<file path="src/rtl/l2_cache_control.sv">
// l2_cache_control: hit/miss sequencing, writeback/fill handshakes and saturating perf counters for a 2-way L2.
module l2_cache_control #(
    parameter int CNT_WIDTH = 16
) (
    input  logic                 clk,
    input  logic                 reset,
    input  logic                 mem_read,
    input  logic                 mem_write,
    output logic                 mem_resp,
    input  logic                 hit0,
    input  logic                 hit1,
    input  logic                 d_out0,
    input  logic                 d_out1,
    input  logic                 lru_out,
    output logic                 load_lru,
    output logic                 lru_in,
    output logic                 load_TD0,
    output logic                 load_d0,
    output logic                 load_v0,
    output logic                 d_in0,
    output logic                 v_in0,
    output logic                 load_TD1,
    output logic                 load_d1,
    output logic                 load_v1,
    output logic                 d_in1,
    output logic                 v_in1,
    output logic                 l2wdata_sel,
    output logic [1:0]           l2addr_sel,
    output logic                 l2_read,
    output logic                 l2_write,
    input  logic                 l2_resp,
    output logic [CNT_WIDTH-1:0] hit_count,
    output logic [CNT_WIDTH-1:0] miss_count,
    output logic [CNT_WIDTH-1:0] wb_count
);
    typedef enum logic [1:0] {IDLE, WRITEBACK, FILL} state_t;
    state_t state_q, state_d;
    logic victim_q, victim_d, retry_q, retry_d, wb_done, req, wr_hit0, wr_hit1;
    logic [CNT_WIDTH-1:0] hit_q, miss_q, wb_q;
    always_comb begin
        state_d = state_q;
        victim_d = victim_q;
        retry_d = retry_q;
        wb_done = 1'b0;
        mem_resp = 1'b0;
        load_lru = 1'b0;
        lru_in = 1'b0;
        load_TD0 = 1'b0;
        load_d0 = 1'b0;
        load_v0 = 1'b0;
        d_in0 = 1'b0;
        v_in0 = 1'b0;
        load_TD1 = 1'b0;
        load_d1 = 1'b0;
        load_v1 = 1'b0;
        d_in1 = 1'b0;
        v_in1 = 1'b0;
        l2wdata_sel = 1'b0;
        l2addr_sel = 2'd0;
        l2_read = 1'b0;
        l2_write = 1'b0;
        req = mem_read | mem_write;
        wr_hit0 = mem_write & hit0;
        wr_hit1 = mem_write & !hit0 & hit1;
        // Outputs are forced low while reset is held so no strobe or resp leaks out mid-transaction.
        if (!reset) begin
            case (state_q)
                IDLE: begin
                    if (req && (hit0 || hit1)) begin
                        mem_resp = 1'b1;
                        load_lru = 1'b1;
                        lru_in = hit0;
                        l2wdata_sel = !hit0;
                        load_TD0 = wr_hit0;
                        load_d0 = wr_hit0;
                        d_in0 = wr_hit0;
                        load_TD1 = wr_hit1;
                        load_d1 = wr_hit1;
                        d_in1 = wr_hit1;
                        retry_d = 1'b0;
                    end else if (req) begin
                        victim_d = lru_out;
                        retry_d = 1'b1;
                        state_d = (lru_out ? d_out1 : d_out0) ? WRITEBACK : FILL;
                    end
                end
                WRITEBACK: begin
                    l2_write = 1'b1;
                    l2addr_sel = victim_q ? 2'd2 : 2'd1;
                    l2wdata_sel = victim_q;
                    wb_done = l2_resp;
                    state_d = l2_resp ? FILL : WRITEBACK;
                end
                FILL: begin
                    l2_read = 1'b1;
                    load_TD0 = l2_resp & !victim_q;
                    load_v0 = l2_resp & !victim_q;
                    v_in0 = l2_resp & !victim_q;
                    load_d0 = l2_resp & !victim_q;
                    load_TD1 = l2_resp & victim_q;
                    load_v1 = l2_resp & victim_q;
                    v_in1 = l2_resp & victim_q;
                    load_d1 = l2_resp & victim_q;
                    state_d = l2_resp ? IDLE : FILL;
                end
                default: state_d = IDLE;
            endcase
        end
    end
    always_ff @(posedge clk) begin
        if (reset) begin
            state_q <= IDLE;
            victim_q <= 1'b0;
            retry_q <= 1'b0;
            hit_q <= '0;
            miss_q <= '0;
            wb_q <= '0;
        end else begin
            state_q <= state_d;
            victim_q <= victim_d;
            retry_q <= retry_d;
            if (mem_resp && !retry_q && !(&hit_q)) hit_q <= hit_q + CNT_WIDTH'(1);
            if (mem_resp && retry_q && !(&miss_q)) miss_q <= miss_q + CNT_WIDTH'(1);
            if (wb_done && !(&wb_q)) wb_q <= wb_q + CNT_WIDTH'(1);
        end
    end
    assign hit_count = reset ? '0 : hit_q;
    assign miss_count = reset ? '0 : miss_q;
    assign wb_count = reset ? '0 : wb_q;
endmodule

</file>
<file path="config.mk">
export PLATFORM = sky130hd
export DESIGN_NAME = l2_cache_control
export DESIGN_NICKNAME = d
export VERILOG_FILES = /design/src/rtl/l2_cache_control.sv
export SDC_FILE = /design/constraint.sdc
export NUM_CORES = 1
export LEC_CHECK = 0
export CAP_MARGIN = 30
export CORE_AREA = 5 5 95 97
export CTS_BUF_LIST = sky130_fd_sc_hd__clkbuf_8
export CTS_CLUSTER_SIZE = 28
export DETAILED_ROUTE_END_ITERATION = 6
export DIE_AREA = 0 0 100 102
export PLACE_DENSITY = 0.73
export SLEW_MARGIN = 30
export SYNTH_ARGS = -nofsm -noshare
export SYNTH_HDL_FRONTEND = slang
export SYNTH_SLANG_ARGS = --single-unit
export TNS_END_PERCENT = 50
</file>
<file path="constraint.sdc">
create_clock -name clk -period 2.12 [get_ports clk]
set_input_delay 0.424 -clock clk [delete_from_list [all_inputs] [get_ports clk]]
set_output_delay 0.424 -clock clk [all_outputs]
set_load 0.01 [all_outputs]
</file>
==> flow_summary.toml, run 1 <==
[outcome]
status = "finished, final reports clean"

[worst_setup_path]
required_ns = 1.70
end_kind = "output port"
slowest_delay_ns = 0.42
crit_arrival_ns = 1.63
critPathCapture = "l2wdata_sel"
r2r-start = "state_q[0]"
cp_cell_sequence = "clkdlybuf4s50_1 > or2_4 > a41o_1 > dlygate4sd2_1"
cp-startpoint = "mem_read"
slowest_stage = "clkdlybuf4s50_1"
critical_path.top_delay_family = "buffers and inverters"
path_depth = 4
cp-start-kind = "input port"
crit_fanout = 4
cp.buffers_inverters = 2
worstSetupPathType = "input port to output port"
reg2reg_depth = 6
r2r_slack_ns = 0.12
r2r_end = "hit_q[11]"

[detailed_routing]
ant_nets = 0
first_iter_violations = 139
post-route-drc-count = 0
drt-pass1-iter-count = 4
drt-total-wl_um = 8550
vias = 3269
avgRoutedWirePerCell_um = 14.4
via_per_inst = 5.51

[synth]
synthTopCellsByArea = "dfxtp_1 31%, nor2b_1 7.7%, mux2_2 7.1%"
synth_mux_area_share_pct = 8.96
syn-cell-area_mm2 = 0.00331
yosysSeqAreaShare_pct = 31.4
synth_xor_area_share_pct = 0.265
syn_inst = 390
yosysTopAreaCellShare_pct = 31.4
yosysWarnings = 0
synth_most_common_cell = "dfxtp_1"
syn-num-nets = 403
postSynth.asyncResetShare_pct = 0
synth_compound_area_share_pct = 11.0
synth_ff_type = "dfxtp_1"
synthTopCellsByCount = "52 x dfxtp_1, 41 x nor2b_1, 38 x nor2_1"
ys_seq_elements = 52
synth_simple_gate_area_share_pct = 40.7
synth_cell_types = 58
synth_fa_ha_area_share_pct = 1.13
syn_avg_cell_area_um2 = 8.49
synth_largest_area_cell = "dfxtp_1"
synth_edf_count = 0
synth_top_family_by_area = "simple AND/OR/NAND/NOR gates"

[final_layout]
antenna_cells = 0
drive_gt1_share_pct = 21.3
nets = 500
final_cells = 593
fill_cells = 738
syn2layout_area_growth_pct = 35.3

[pwr]
p_leak_uw = 0.00198
clock_power_share_pct = 31.9
finalPower_uw = 1830
pwr-share-comb_pct = 13.4
switching_share_pct = 25.4
p_int_uw = 1370
seqPwrFrac_pct = 54.7
ir_drop_v = 0.000262
power_density_mw_per_mm2 = 410
power.switching_uw = 466

[sta]
setup_viol = 0
finalHoldViolCount = 0
slew_violations = 0
finClkSkew_ns = 0.00584
worst_slack_ns = 0.0629
worst_slew_pin_slew_ns = 0.501
final.period_utilization_pct = 97.0
rsz0062_at_grt = "yes"
maxSlewHeadroom_pct = 66.4
final.min_clock_period_ns = 2.06
fmax_mhz = 486

[min_path]
hold_class = "register to register"
holdPathStages = 1

[global_route]
grt_pass1_vias = 3123
grt_max_degree = 38
grt_pass1_wl_um = 14300
overflow = 0
track_usage_pct = 16.8
grt_antenna_before_repair = 0

[floorplanning]
num_rows = 33
initial_core_util_pct = 41.1
die_area_mm2 = 0.0102
dieWidth_um = 100
core_area_mm2 = 0.00805
ios = 76
die_h_um = 102

[cts]
clock_sinks = 52
root_buffer = "clkbuf_8"
cts_max_level = 2
clk_path_buf_depth = 2
cts_tree = "yes"
clk_pin_slew_worst_paths_ns = 0.09
clock_latency_ns = 0.30
numCtsBuffers = 5

[place]
dp_hpwl_um = 6630
io_buffer_count = 75
place_ws_ns = -0.470
gp_congestion = 0.845
dp.cells = 584

[job]
timing.max_cap.violations = 0
==> final cells by class <==
cell class | count | area, µm² | share of cell area [%]
clock buffers | 6 | 82.6 | 1.84
clock inverters | 2 | 10.0 | 0.223
inverters | 13 | 48.8 | 1.09
multi-input cells | 298 | 2090 | 46.6
flip-flops and latches | 52 | 1050 | 23.4
well taps | 105 | 131 | 2.93
repair buffers | 117 | 1070 | 23.9
==> worst register-to-register path, cell delays in order, from the launching register on <==
cell and delay [ns]:
dfxtp_2 0.37, buf_4 0.16, nor2_2 0.24, nand4b_1 0.15, buf_4 0.19, nor4_1 0.41, mux2_2 0.38
==> power groups by stage <==
stage / combinational, µW / clock, µW / sequential, µW
2_1_floorplan: 127 / 0 / 1020
3_3_place_gp: 248 / 0 / 1020
3_5_place_dp: 251 / 0 / 1020
4_1_cts: 248 / 610 / 1000
5_1_grt: 268 / 654 / 1010
6_report: 246 / 585 / 1000
==> routing by layer <==
metal,vias up,global-route usage [%],wire (µm),part of all wire [%]
met5,-,0,0,0
met4,0,3.32,44,0.51
met3,4,3.55,337,3.9
met2,71,29.5,4270,50
met1,1558,21.5,3900,46
li1,1636,-,-,-
==> cells by family after synthesis <==
family                   count (synthesis)
flip-flops                              52
AO/OA/AOI/OAI                           55
XOR/XNOR                                 1
AND/OR/NAND/NOR                        213
buffers and inverters                   40
multiplexers                            26
adder cells (fa/ha/maj)                  3
==> stage by stage <==
stage	area, µm²	util [%]	setup TNS, ns	hold WS, ns
after global placement	4350	54.1	-6.40	0.470
final	4480	55.6	0	0.500
after CTS	4460	55.3	0	0.507
after detailed placement	4350	54.1	-7.57	0.497
after floorplan	3310	-	0	0.450
after global routing	4480	55.6	-0.00354	0.534
==> repair_timing <==
item                                    4_1_cts  5_1_grt
hold buffers                                  0        0
resized for setup                            42       17
pin swaps                                     1        0
endpoints found under the setup margin       24       21
gates cloned                                  0        0
setup buffers                                 1        0
==> placed cells by master (no fill, tap or decap), drive strengths merged, types with 9 or more instances in the layout <==
master	netlist	layout
nand3	19	19
nor2b	41	41
a21oi	15	15
nor3	15	15
buf	22	44
clkdlybuf4s50	0	36
nand2	19	19
inv	13	13
dlymetal6s2s	0	12
dfxtp	52	52
o31ai	11	11
nand4	16	16
mux2	23	23
nor2	39	39
o21ai	13	13
clkbuf	5	9
nor4	20	20
dlygate4sd2	0	22
==> worst min path at each step <==
stage	start	to	slack, ns
3_3_place_gp	wb_q[3]	wb_q[3]	0.47
6_report	wb_q[3]	wb_q[3]	0.50
3_5_place_dp	wb_q[3]	wb_q[3]	0.50
4_1_cts	wb_q[3]	wb_q[3]	0.51
5_1_grt	wb_q[3]	wb_q[3]	0.53
2_1_floorplan	wb_q[3]	wb_q[3]	0.45
==> flip-flops by register name, summed over array words and instances (netlist names) <==
signal    flops
miss_q       16
victim_q      1
wb_q         16
hit_q        16
state_q       2
retry_q       1
Note: power is estimated with default switching activity, not from simulation.
==> run 2: changes to the inputs <==
Settings changed: DONT_BUFFER_PORTS from default to 1, PLACE_DENSITY 0.73 to 0.61.
==> run 2 against run 1 <==
Compared with the run above: worst hold slack got worse by 0.32 ns; wire length is 9.6% lower; clock power grew 16%; setup slack better by 0.049 ns; flip-flop and latch count is the same; global-route usage is 1.6 points lower; critical path depth shrank 1; combinational power fell by 46%; die area unchanged; maximum frequency increased by 2.4%; non-clock buffer count is 98 lower; largest power group unchanged; highest routed layer unchanged.
==> flow_summary.toml, run 2 (synthesized netlist as in run 1, its figures left out) <==
[global_route]
overflow = 0
grt_pass1_wl_um = 12700
grt_pass1_vias = 2628
grt_max_degree = 95
track_usage_pct = 15.2
grt_antenna_before_repair = 0

[pwr]
ir_drop_v = 0.000210
p_leak_uw = 0.00128
power_density_mw_per_mm2 = 515

[final_layout]
final_common_cell = "dfxtp_1"
antenna_cells = 0
nets = 402
multi_input_area_mm2 = 0.00205
final_area_mm2 = 0.00353
final_core_utilization_pct = 43.8
final_cell_mix = "51 x dfxtp_1, 41 x nor2b_1, 38 x nor2_1"
seq_area_mm2 = 0.00104
syn2layout_area_growth_pct = 6.50
reg_top3 = "hit_q x16, miss_q x16, wb_q x16"
drive_gt1_share_pct = 17.7
fill_cells = 806
final_cells = 495

[floorplanning]
die_h_um = 102
dieWidth_um = 100
num_rows = 33
ios = 76
core_area_mm2 = 0.00805
initial_core_util_pct = 41.1
die_area_mm2 = 0.0102

[worst_setup_path]
cp-startpoint = "state_q[0]"
cp-start-kind = "register"
cp_cell_sequence = "nor3_4 > and3_1 > or2_2"
cp.buffers_inverters = 0
worstSetupPathType = "register to output port"
r2r-start = "miss_q[0]"
reg2reg_depth = 5
crit_arrival_ns = 1.58
required_ns = 1.70
slowest_delay_ns = 0.54
r2r_slack_ns = 0.19
critical_path.top_delay_family = "simple AND/OR/NAND/NOR gates"
crit_fanout = 9
end_kind = "output port"
slowest_stage = "dfxtp_1"
path_depth = 3

[detailed_routing]
met1_length_um = 3490
drt-total-wl_um = 7730
wl_met3_um = 561
routed-wl-met2_um = 3590
post-route-drc-count = 0
first_iter_violations = 76
top_layer_used = "met4"
ant_nets = 0
drt-pass1-iter-count = 4
avgRoutedWirePerCell_um = 15.6
vias = 2828
via_per_inst = 5.71

[cts]
post_cts_buffers = 0
cts_max_level = 2
numCtsBuffers = 5
cts_tree = "yes"
clock_latency_ns = 0.31
clk_path_buf_depth = 2
clk_pin_slew_worst_paths_ns = 0.09
clock_sinks = 52
root_buffer = "clkbuf_8"

[sta]
worst_slack_ns = 0.112
worst_slew_pin_slew_ns = 0.537
fin_tns_setup_ns = 0
slew_violations = 0
rsz0062_at_grt = "no"
finClkSkew_ns = 0.0117
final.min_clock_period_ns = 2.01
finalHoldViolCount = 0
final.period_utilization_pct = 94.7
setup_viol = 0
fmax_mhz = 498
maxSlewHeadroom_pct = 64.1

[place]
dpl-instance-area_mm2 = 0.00342
dp_hpwl_um = 5760
io_buffer_count = 0
gp_congestion = 0.797
place_ws_ns = 0.189
dp.cells = 487

[outcome]
status = "finished, final reports clean"

[min_path]
hold_class = "input port to register"
holdPathStages = 1
min_from = "reset"

[job]
timing.max_cap.violations = 0
-- run 2: per-stage QoR --
stage	hold slack, ns	power [µW]
after global routing	0.155	1910
after CTS	0.163	1850
after floorplan	0.450	1150
after detailed placement	0.496	1160
after global placement	0.473	1160
final	0.182	1820
-- run 2: area by class of cell --
type / count / share of cell area, %
clock buffer: 5 / 1.95
tap: 105 / 3.73
clock inverter: 3 / 1.10
multi-input combinational: 298 / 58.2
timing repair buffer: 19 / 4.05
inverter: 13 / 1.38
sequential: 52 / 29.6
-- run 2: final timing paths --
kind / endpoint
max: load_TD0
min: victim_q
max reg2reg: miss_q[6]
min reg2reg: wb_q[3]
-- run 2: power by group --
group	switching, µW	internal (µW)	total [µW]
combinational	78.1	54.8	133
clock	332	346	678
sequential	16.7	988	1000
total	427	1390	1820
-- run 2: repair_timing --
item / CTS / global route
endpoints found under the hold margin: 0 / 0
resized for setup: 0 / 1
hold buffers: 0 / 0
setup endpoints to repair: 0 / 6
-- run 2: metal layers --
layer  track usage, %  vias up
met5                0        -
met4             4.15        0
met3             4.64        9
met2             24.5       53
met1             19.7     1332
li1                 -     1434
==> run 3: changes to the inputs <==
--- a/config.mk
+++ b/config.mk
@@ -13,5 +13,4 @@
 export DIE_AREA = 0 0 100 102
 export DONT_BUFFER_PORTS = 1
-export PLACE_DENSITY = 0.61
 export SLEW_MARGIN = 30
 export SYNTH_ARGS = -nofsm -noshare
==> constraint.sdc (replaced) <==
create_clock -name clk -period 2.12 [get_ports clk]
set_input_delay 0.424 -clock clk [delete_from_list [all_inputs] [get_ports clk]]
set_output_delay 0.424 -clock clk [all_outputs]
set_load 0.005 [all_outputs]
==> run 3 against run 2 <==
Compared with the run above: sequential share of layout area is 0.28 points higher; clock-buffer cell count is 2 higher; design area is 1.1% lower; sequential power hardly changed; total power is 4.2% lower; maximum frequency is 1.4% higher; worst hold slack better by 0.0090 ns; register-to-register slack better by 0.03 ns; die area stayed put; combinational power is 13% lower; final cell count is 1.2% lower; critical path type unchanged; largest power group unchanged.
==> flow_summary.toml, run 3 (synthesized netlist as in run 1, its figures left out) <==
[cts]
clk_path_buf_depth = 2
clock_sinks = 52
cts_tree = "yes"
hold_buffers = 0
clk_pin_slew_worst_paths_ns = 0.10
cts_max_level = 2
clock_latency_ns = 0.30
numCtsBuffers = 5
root_buffer = "clkbuf_8"

[pwr]
finalPower_uw = 1740
p_int_uw = 1330
seqPwrFrac_pct = 58.0
power.switching_uw = 411
clock_power_share_pct = 35.4
ir_drop_v = 0.000213
p_leak_uw = 0.00124
power_density_mw_per_mm2 = 499
switching_share_pct = 23.6
pwr-share-comb_pct = 6.7

[sta]
final.period_utilization_pct = 93.4
setup_viol = 0
worst_slew_pin_slew_ns = 0.500
finClkSkew_ns = 0.00602
fin_hold_ws_ns = 0.191
maxSlewHeadroom_pct = 66.4
worst_slack_ns = 0.141
slew_violations = 0
fmax_mhz = 505
final.min_clock_period_ns = 1.98
fin_tns_setup_ns = 0
finalHoldViolCount = 0
rsz0062_at_grt = "no"

[place]
dp_hpwl_um = 5790
gp_congestion = 0.846
dpl-instance-area_mm2 = 0.00338
place_ws_ns = 0.201
io_buffer_count = 0

[final_layout]
reg_top3 = "hit_q x16, miss_q x16, wb_q x16"
syn2layout_area_growth_pct = 5.37
nets = 397
final_area_mm2 = 0.00349
drive_gt1_share_pct = 16.9
final_common_cell = "dfxtp_1"
antenna_cells = 0
final_cell_mix = "52 x dfxtp_1, 41 x nor2b_1, 38 x nor2_1"

[detailed_routing]
drt-total-wl_um = 7740
avgRoutedWirePerCell_um = 15.8
post-route-drc-count = 0
drt-pass1-iter-count = 4
vias = 2838
ant_nets = 0
via_per_inst = 5.80
first_iter_violations = 107

[worst_setup_path]
required_ns = 1.70
cp_cell_sequence = "nor4bb_2 > and2_1 > or2_2"
worstSetupPathType = "register to output port"
end_kind = "output port"
slowest_stage = "dfxtp_1"
crit_arrival_ns = 1.56
cp-start-kind = "register"
critical_path.top_delay_family = "simple AND/OR/NAND/NOR gates"
slowest_delay_ns = 0.52
cp.buffers_inverters = 0
crit_fanout = 9

[min_path]
hold_class = "input port to register"

[floorplanning]
die_area_mm2 = 0.0102
dieWidth_um = 100
ios = 76
die_h_um = 102
initial_core_util_pct = 41.1
num_rows = 33
core_area_mm2 = 0.00805

[global_route]
grt_antenna_before_repair = 0
grt_max_degree = 95
grt_pass1_wl_um = 12900
track_usage_pct = 15.4
grt_pass1_vias = 2686
overflow = 0

[outcome]
status = "finished, final reports clean"

[job]
timing.max_cap.violations = 0
==> run 3: power groups by stage <==
| stage | sequential (µW) | combinational (µW) | clock [µW] |
|---|---|---|---|
| detailed placement | 1030 | 116 | 0 |
| CTS | 1010 | 117 | 643 |
| floorplan | 1020 | 120 | 0 |
| finish | 1010 | 116 | 616 |
| global placement | 1030 | 117 | 0 |
| global route | 1010 | 131 | 682 |
==> run 3: cell type report <==
type / instances / area [µm²]
clock buffers: 7 / 96.3
fillers: 803 / 4560
inverters: 13 / 48.8
multi-input cells: 298 / 2070
flip-flops and latches: 52 / 1040
well taps: 105 / 131
repair buffers: 14 / 105
==> run 3: worst paths after layout <==
| check | startpoint | to | slack, ns | cells past startpoint |
|---|---|---|---|---|
| max | state_q[1] | load_d1 | 0.14 | 3 |
| min | reset | miss_q[1] | 0.19 | 1 |
| max reg2reg | miss_q[0] | miss_q[6] | 0.22 | 5 |
| min reg2reg | wb_q[3] | wb_q[3] | 0.50 | 1 |
==> run 3: what timing repair did <==
| item | 4_1_cts | 5_1_grt |
|---|---|---|
| resized for setup | 0 | 2 |
| setup buffers | 0 | 0 |
| setup endpoints to repair | 0 | 5 |
| endpoints found under the hold margin | 0 | 0 |
==> run 3: layer usage <==
layer / vias to the layer above / global-route usage, % / share of wire, %
met5: - / 0 / 0
met4: 0 / 4.25 / 0.98
met3: 10 / 5.60 / 6.6
met2: 62 / 24.8 / 47
met1: 1340 / 19.6 / 45
li1: 1426 / - / -
==> run 3: per-stage QoR <==
| stage | utilization, % | cells |
|---|---|---|
| floorplan | - | 390 |
| global placement | 42.0 | 482 |
| detailed placement | 42.0 | 482 |
| CTS | 43.2 | 489 |
| global route | 43.3 | 489 |
| finish | 43.3 | 489 |
